File: src/rtl/mux4_to_1.sv
`timescale 1ns/1ps
`default_nettype none
// ============================================================================
//  Module   : mux4_to_1
//  Brief    : Four-lane selector with combinational output and a registered,
//             enable-gated copy of the selected lane and its select.
//  Revision : 1.0 - initial release
// ============================================================================
module mux4_to_1 #(
  parameter int DATA_W = 1
) (
  input  logic                  clk,
  input  logic                  rst,
  input  logic [1:0]            sel,
  input  logic [4*DATA_W-1:0]   in,
  input  logic                  en,
  output logic [DATA_W-1:0]     out,
  output logic [DATA_W-1:0]     out_q,
  output logic [1:0]            sel_q
);

  logic [DATA_W-1:0] w_out;
  logic [DATA_W-1:0] r_out_q;
  logic [1:0]        r_sel_q;

  // An unknown select must propagate X instead of silently picking lane 0.
  always_comb begin
    w_out = {DATA_W{1'bx}};
    case (sel)
      2'd0:    w_out = in[0*DATA_W +: DATA_W];
      2'd1:    w_out = in[1*DATA_W +: DATA_W];
      2'd2:    w_out = in[2*DATA_W +: DATA_W];
      2'd3:    w_out = in[3*DATA_W +: DATA_W];
      default: w_out = {DATA_W{1'bx}};
    endcase
  end

  always_ff @(posedge clk) begin
    if (rst) begin
      r_out_q <= '0;
      r_sel_q <= 2'd0;
    end else if (en) begin
      r_out_q <= w_out;
      r_sel_q <= sel;
    end
  end

  assign out   = w_out;
  assign out_q = r_out_q;
  assign sel_q = r_sel_q;

endmodule
`default_nettype wire

File: config.mk
export PLATFORM = sky130hd
export DESIGN_NAME = mux4_to_1
export DESIGN_NICKNAME = d
export VERILOG_FILES = /design/src/rtl/mux4_to_1.sv
export SDC_FILE = /design/constraint.sdc
export NUM_CORES = 1
export LEC_CHECK = 0
export ABC_AREA = 1
export BUFFER_PORTS_ARGS = -buffer_cell sky130_fd_sc_hd__buf_2
export CAP_MARGIN = 20
export CORE_AREA = 5 5 42 44
export CTS_BUF_LIST = sky130_fd_sc_hd__clkbuf_8
export DETAILED_ROUTE_END_ITERATION = 12
export DIE_AREA = 0 0 47 49
export PLACE_DENSITY = 0.35
export SYNTH_ARGS = -nofsm -noshare
export SYNTH_HDL_FRONTEND = slang
export SYNTH_SLANG_ARGS = --single-unit
File: constraint.sdc
create_clock -name clk -period 0.8 [get_ports clk]
set_input_delay 0.08 -clock clk [delete_from_list [all_inputs] [get_ports clk]]
set_output_delay 0.08 -clock clk [all_outputs]
set_load 0.01 [all_outputs]
==> metrics.txt, run 1 <==
status=complete, no violations; Vias/cell=between 3 and 4; Distinct cells, synth=9; Leak=~0.00015 uW; CTS buffer count=3; Critical Path End Type=primary output; area of the multi-input gates=around 75 um2; CP top delay family=flip-flops; area delta synth->final=83.3%; RSZ-0062 raised after global routing=false; clk_skew=0 ns; final-report max-slew violation count=0; Crit Path Max Fanout=2; Commonest cells post-synth=4 x nand2_1, 3 x dfxtp_1, 3 x inv_1, 3 x o21ai_0; Hold WS=between 0.1 and 0.15 ns; Syn Nets=29; highest-delay cell along the critical path=dfxtp_1; YS warnings=0; largest net degree at the start of global routing=7; CP Class=flop to primary output; Hold Vio Cnt, Final=0; layout cell share with drive strength beyond 1=55.6%; DR WL/cell=between 8 and 9 um; port bufs=12; CTS tree=done; total global-route track usage=about 5.1%; post_cts resized=0; period utilisation layout=about 92%; Synth async-reset ratio=0%; GRT overflow=0; Max VDD drop=roughly 0.76 mV; relative slew slack=between 80% and 90%; Seq pwr share=between 20% and 30%; Sw Share=about 22%; #FFs+latches synth=3; synthesized area per cell=between 7 and 8 um2; die width=roughly 47 um; worst slew pin tran=around 0.20 ns; root buf cell=clkbuf_8; first-pass GRT wire length=approximately 730 um; Worst path max stage delay=slightly above 0.3 ns; EDFF count, synth=0; final number of setup-violating endpoints=0; post-route ant nets=0; Post-Route WL=463 um; Mapped Cells=20; sequential cell area=60.1 um2; CORE AREA=1400 um2; via count=around 180; Rows=14; Clock Power Share=a little over three fifths; Worst Hold Class=input pin to flop; vias in the first global route=201; fmax=1360 MHz; time the worst path needs with I/O delays and setup=about 0.74 ns; chip height=49 um; switching pwr=around 150 uW; CTS Hold Buffers Added=0; top-area cell type share of the netlist area=around two fifths; combinational power share=a little over an eighth; CTS max path bufs=2; reg2reg setup slack=0.15 ns; Yosys top cell by area=dfxtp_1; setup_tns=0 ns; most frequent cell after synthesis=nand2_1; Seq/Total Area, Yosys=~40%; drt drc=0; initial antenna violation count=0; Netlist Area Pre-Place=roughly 150 um2; Worst Path Buf+Inv=1; internal power consumption=around 530 uW; Synth area leaders=dfxtp_1 40%, nand3_2 13%, o21ai_0 10%; MaxCap Viol Count=0; Power Dens Cells=roughly 2500 nW/um2; initial core utilization=a little over a tenth; GP Congestion=between 0.6 and 0.7; clock latency on the worst-skew pair=approximately 0.22 ns; Crit path required time=a little over 0.7 ns; Ant. Diodes=0; DIE AREA=between 2000 and 2500 um2; Sink Count=3; Critical Path AT=0.66 ns; crit start category=flop; fin nets=46; CP Cell Sequence=buf_2; DRT Pass-1 Iters=4; CTS H-tree depth=1; top_reg_cell synth=dfxtp_1; starting DRC count in detailed routing=3; Filler cells=between 150 and 200; clock-pin slew on the worst setup and hold paths=approximately 0.030 ns; Ports=13; Post-CTS Setup Bufs=0
worst paths after layout:
kind	start	cells past startpoint	endpoint
worst max-delay path	out_q$_SDFFE_PP0P_	1	out_q
worst min-delay path	en	2	out_q$_SDFFE_PP0P_
worst max register to register	out_q$_SDFFE_PP0P_	2	out_q$_SDFFE_PP0P_
worst min register to register	sel_q[1]$_SDFFE_PP0P_	2	sel_q[1]$_SDFFE_PP0P_
cells by family (layout without fill, tap and decap cells):
group / after synthesis / after routing / share of synthesized area (%)
DFF: 3 / 3 / 40.0
AOI/OAI and AO/OA: 6 / 6 / 22.5
and+or+nand+nor: 7 / 7 / 27.5
buffers and inverters: 4 / 20 / 10.0
power groups by stage:
stage               sequential, uW  clock (uW)  combinational (uW)
floorplan                      174           0                36.6
global route                   167         465                 101
detailed placement             168           0                88.5
CTS                            166         442                89.0
finish                         166         425                88.1
global placement               169           0                89.7
final cells by class:
cell class | instances | area share (%)
Clock buffer | 3 | 15.0
Sequential cell | 3 | 21.8
Multi-Input combinational cell | 13 | 27.3
Clock inverter | 1 | 1.36
Tap cell | 16 | 7.27
Timing Repair Buffer | 12 | 21.8
Inverter | 4 | 5.45
cell usage in the layout, fill, tap and decap left out:
cell | Yosys | final
buf_2 | 0 | 12
nand2_1 | 4 | 4
inv_1 | 3 | 4
o21ai_0 | 3 | 3
clkbuf_8 | 0 | 3
dfxtp_1 | 3 | 3
nand3_2 | 2 | 2
a21oi_1 | 2 | 2
inv_2 | 1 | 1
nand2_2 | 1 | 1
a21oi_2 | 1 | 1
state kept, by name, summed over array words and instances (netlist names):
register  cells
out_q         1
sel_q         2
per-stage QoR:
stage	std cells	power [uW]	setup WS (ns)	area [um2]	utilization [%]
floorplan	20	210	0.131	150	-
global placement	48	258	0.0923	230	16.4
detailed placement	48	256	0.111	230	16.4
CTS	52	697	0.0526	275	19.6
global route	52	734	0.0257	275	19.6
finish	52	679	0.0638	275	19.6
layer usage:
metal / track usage (%) / part of all wire [%] / routed length (um)
met2: 4.75 / 27 / 123
met4: 6.91 / 3.5 / 16
met1: 5.49 / 43 / 198
met3: 4.06 / 27 / 126
met5: 0 / 0 / 0
Power figures use the tool's default switching activity.
==> run 2: changes to the inputs <==
Settings changed: CTS_BUF_LIST sky130_fd_sc_hd__clkbuf_8 to default, PLACE_DENSITY 0.35 to default.
==> run 2 against run 1 <==
Sequential share of layout area grew 2.0 points. First-iteration DRC count shrank 100%. Register-to-register slack is essentially flat. Largest power group unchanged. Clock power shrank 39%.
==> metrics.txt, run 2 (synthesized netlist as in run 1, its figures left out) <==
R2R cell count=2; largest net degree at the start of global routing=7; CTS tree=done; initial antenna violation count=0; vias in the first global route=approximately 170; status=complete, no violations; GRT overflow=0; GP Congestion=roughly 0.58; Filler cells=roughly 170; hpwl dp=between 300 and 400 um; final number of setup-violating endpoints=0; Vias/cell=3.60; Hold WS=0.0926 ns; Worst Hold Class=input pin to flop; Setup WS pre-CTS=about 0.10 ns; area of the multi-input gates=roughly 75 um2; crit path to=sel_q[1]; CORE AREA=about 1400 um2; fmax=~1300 MHz; starting DRC count in detailed routing=0; area delta synth->final=71.7%; Post-Route WL=between 400 and 500 um; fin nets=46; CTS buffer count=3; Critical path origin=sel_q[1]$_SDFFE_PP0P_; Post-CTS Setup Bufs=0; Max VDD drop=0.679 mV; Crit Path Max Fanout=2; DIE AREA=approximately 2300 um2; RSZ-0062 raised after global routing=false; Ports=13; hold_sp=en; reg2reg setup slack=roughly 0.14 ns; Critical Path AT=about 0.66 ns; post-route ant nets=0; first-pass GRT wire length=roughly 630 um; DR WL/cell=~8.0 um; layout cell share with drive strength beyond 1=between 50% and 60%; total global-route track usage=under 10%; final-report max-slew violation count=0; DRT Pass-1 Iters=1; relative slew slack=86.4%; CTS H-tree depth=1; crit start category=flop; PnR worst setup slack=around 0.057 ns; Crit path required time=between 0.7 and 0.8 ns; die width=47 um; worst slew pin tran=a little over 0.2 ns; period utilisation layout=92.9%; Worst Path Buf+Inv=1; Post-Layout Cell Count=52; Sink Count=3; Worst R2R End=out_q$_SDFFE_PP0P_; setup_tns=0 ns; CP Depth=1; Critical Path End Type=primary output; clock latency on the worst-skew pair=around 0.23 ns; initial core utilization=a little over a tenth; CTS max path bufs=2; root buf cell=clkbuf_4; placed instance count=between 40 and 50; post_cts resized=0; FF-to-FF Start=out_q$_SDFFE_PP0P_; time the worst path needs with I/O delays and setup=~0.74 ns; sequential cell area=61.3 um2; Final Util=between 10% and 20%; commonest non-fill, non-tap cell in the layout=buf_2; via count=187; clock-pin slew on the worst setup and hold paths=around 0.04 ns; port bufs=12; max FFs per register=2; CTS Hold Buffers Added=0; Worst path max stage delay=0.31 ns; Rows=14; highest-delay cell along the critical path=dfxtp_1; chip height=49 um; MaxCap Viol Count=0; CP Class=flop to primary output; CP Cell Sequence=buf_2; Ant. Diodes=0; clk_skew=0 ns; most frequent cells in the layout=12 x buf_2, 4 x nand2_1, 3 x inv_1, 3 x o21ai_0, 3 x clkbuf_4; CP top delay family=flip-flops; Power Dens Cells=~2000 nW/um2; Leak=approximately 0.00014 uW; Hold Vio Cnt, Final=0; drt drc=0
## run 2: cell types whose count changed in the layout (fill, tap and decap cells not counted)
cell / delta
dfxtp_1: -1
inv_1: -1
clkbuf_4: +3
clkbuf_8: -3
clkbuf_1: +1
dfxtp_2: +1
## run 2: worst min path at each step
| stage | endpoint | depth (start not counted) |
|---|---|---|
| finish | out_q$_SDFFE_PP0P_ | 2 |
| detailed placement | out_q$_SDFFE_PP0P_ | 2 |
| floorplan | out_q$_SDFFE_PP0P_ | 1 |
| global route | out_q$_SDFFE_PP0P_ | 2 |
| CTS | out_q$_SDFFE_PP0P_ | 2 |
| global placement | out_q$_SDFFE_PP0P_ | 2 |
## run 2: power breakdown
part / internal [uW] / switching [uW]
logic: 39.4 / 46.8
clock network: 187 / 74.6
registers: 162 / 4.05
## run 2: metal layers
metal	up-vias	wire (um)	GRT usage, %
met5	-	0	0
met4	0	0	4.15
met3	0	63	2.58
met2	10	151	4.30
met1	78	199	5.04
li1	99	-	-
## run 2: through the flow
| stage | total power, uW | instance area (um2) |
|---|---|---|
| after detailed placement | 256 | 230 |
| after CTS | 532 | 256 |
| after floorplan | 210 | 150 |
| after global routing | 567 | 258 |
| final | 514 | 258 |
| after global placement | 255 | 230 |
## run 2: area by class of cell
cell class              count  area share, %
inverters                   4           5.83
flip-flops and latches      3           23.8
multi-input cells          13           29.1
well taps                  16           7.77
clock buffers               4           10.2
repair buffers             12           23.3
==> run 3: changes to the inputs <==
==> constraint.sdc (replaced) <==
create_clock -name clk -period 0.8 [get_ports clk]
set_input_delay 0.12 -clock clk [delete_from_list [all_inputs] [get_ports clk]]
set_output_delay 0.12 -clock clk [all_outputs]
set_load 0.01 [all_outputs]
==> run 3 against run 2 <==
Setup slack worse by 0.037 ns. Fmax decreased by 4.7%. Critical path type unchanged. Largest power group unchanged. Clock power barely moved. Critical endpoint is now out_q. Final cell count is 5.8% higher. Non-clock buffer count up 3. Critical path depth unchanged. Via count up 3.7%.
==> metrics.txt, run 3 (synthesized netlist as in run 1, its figures left out) <==
status=complete, no violations; fmax=approximately 1300 MHz; starting DRC count in detailed routing=4; via count=194; Worst Hold Class=input pin to flop; highest-delay cell along the critical path=dfxtp_2; root buf cell=clkbuf_4; setup_tns=0 ns; commonest non-fill, non-tap cell in the layout=buf_2; die width=47 um; Critical Path AT=about 0.66 ns; sequential cell area=63.8 um2; total global-route track usage=under 10%; DIE AREA=between 2000 and 2500 um2; area of the multi-input gates=75.1 um2; Power Dens Cells=around 1800 nW/um2; Leak=about 0.00016 uW; RSZ-0062 raised after global routing=true; CP Class=flop to primary output; most frequent cells in the layout=10 x buf_2, 4 x nand2_1; final number of setup-violating endpoints=0; Filler cells=160; CTS tree=done; time the worst path needs with I/O delays and setup=a little under 0.8 ns; Max VDD drop=approximately 0.85 mV; Vias/cell=roughly 3.5; Hold Vio Cnt, Final=0; Crit Path Max Fanout=2; max FFs per register=2; CTS Hold Buffers Added=0; DR WL/cell=8.29 um; Rows=14; port bufs=12; PnR worst setup slack=between 0.02 and 0.025 ns; post-route ant nets=0; fin nets=between 40 and 50; drt drc=0; DRT Pass-1 Iters=2; MaxCap Viol Count=0; largest net degree at the start of global routing=7; initial core utilization=between 10% and 20%; clk_skew=0 ns; final-report max-slew violation count=0; CTS max path bufs=2; Crit path required time=around 0.7 ns; CTS buffer count=3; GRT overflow=0; first-pass GRT wire length=655 um; layout cell share with drive strength beyond 1=roughly two thirds; clock-pin slew on the worst setup and hold paths=about 0.040 ns; crit start category=flop; period utilisation layout=a little over nine tenths; area delta synth->final=96.7%; initial antenna violation count=0; CTS H-tree depth=1; CORE AREA=1400 um2; Worst path max stage delay=0.30 ns; Ports=13; vias in the first global route=approximately 180; Ant. Diodes=0; GP Congestion=0.623; Critical Path End Type=primary output; worst slew pin tran=around 0.22 ns; Sink Count=3; clock latency on the worst-skew pair=~0.23 ns; relative slew slack=85.0%; Post-Route WL=roughly 460 um; CP top delay family=flip-flops; CP Cell Sequence=buf_2; Worst Path Buf+Inv=1; Setup WS pre-CTS=roughly 0.030 ns; chip height=a little under 50 um
-- run 3: where the power goes --
group          total [uW]  switching (uW)  internal, uW
sequential            169            5.65           164
clock                 259            72.4           187
combinational         109            50.2          58.6
total                 537             128           409
-- run 3: worst paths after layout --
| path | from | to | slack [ns] | cells past startpoint |
|---|---|---|---|---|
| worst min register to register | sel_q[1]$_SDFFE_PP0P_ | sel_q[1]$_SDFFE_PP0P_ | 0.52 | 2 |
| worst max register to register | out_q$_SDFFE_PP0P_ | out_q$_SDFFE_PP0P_ | 0.11 | 2 |
| worst min-delay path | en | out_q$_SDFFE_PP0P_ | 0.13 | 2 |
| worst max-delay path | out_q$_SDFFE_PP0P_ | out_q | 0.02 | 1 |
-- run 3: what timing repair did --
item                                    CTS  global route
endpoints found under the setup margin    1             4
gates resized for setup                   1             4
pin swaps                                 0             1
buffers inserted                          0             1
-- run 3: per-stage QoR --
step,utilization [%],std cells,power (uW),area (um2),hold slack [ns]
final,21.1,55,537,295,0.129
after detailed placement,17.5,50,264,245,0.369
after CTS,19.5,54,533,273,0.125
after global routing,21.1,55,583,295,0.136
after global placement,17.5,50,262,245,0.367
after floorplan,-,20,210,150,0.204
-- run 3: area by class of cell --
class                           count  share of cell area (%)
Timing Repair Buffer               15                    32.2
Inverter                            4                    5.08
Sequential cell                     3                    21.6
Clock buffer                        4                    8.90
Tap cell                           16                    6.78
Multi-Input combinational cell     13                    25.4
-- run 3: routing by layer --
layer	track usage, %	part of all wire [%]
met3	2.95	16
met1	4.80	43
met2	4.30	40
met5	0	0
met4	5.53	0
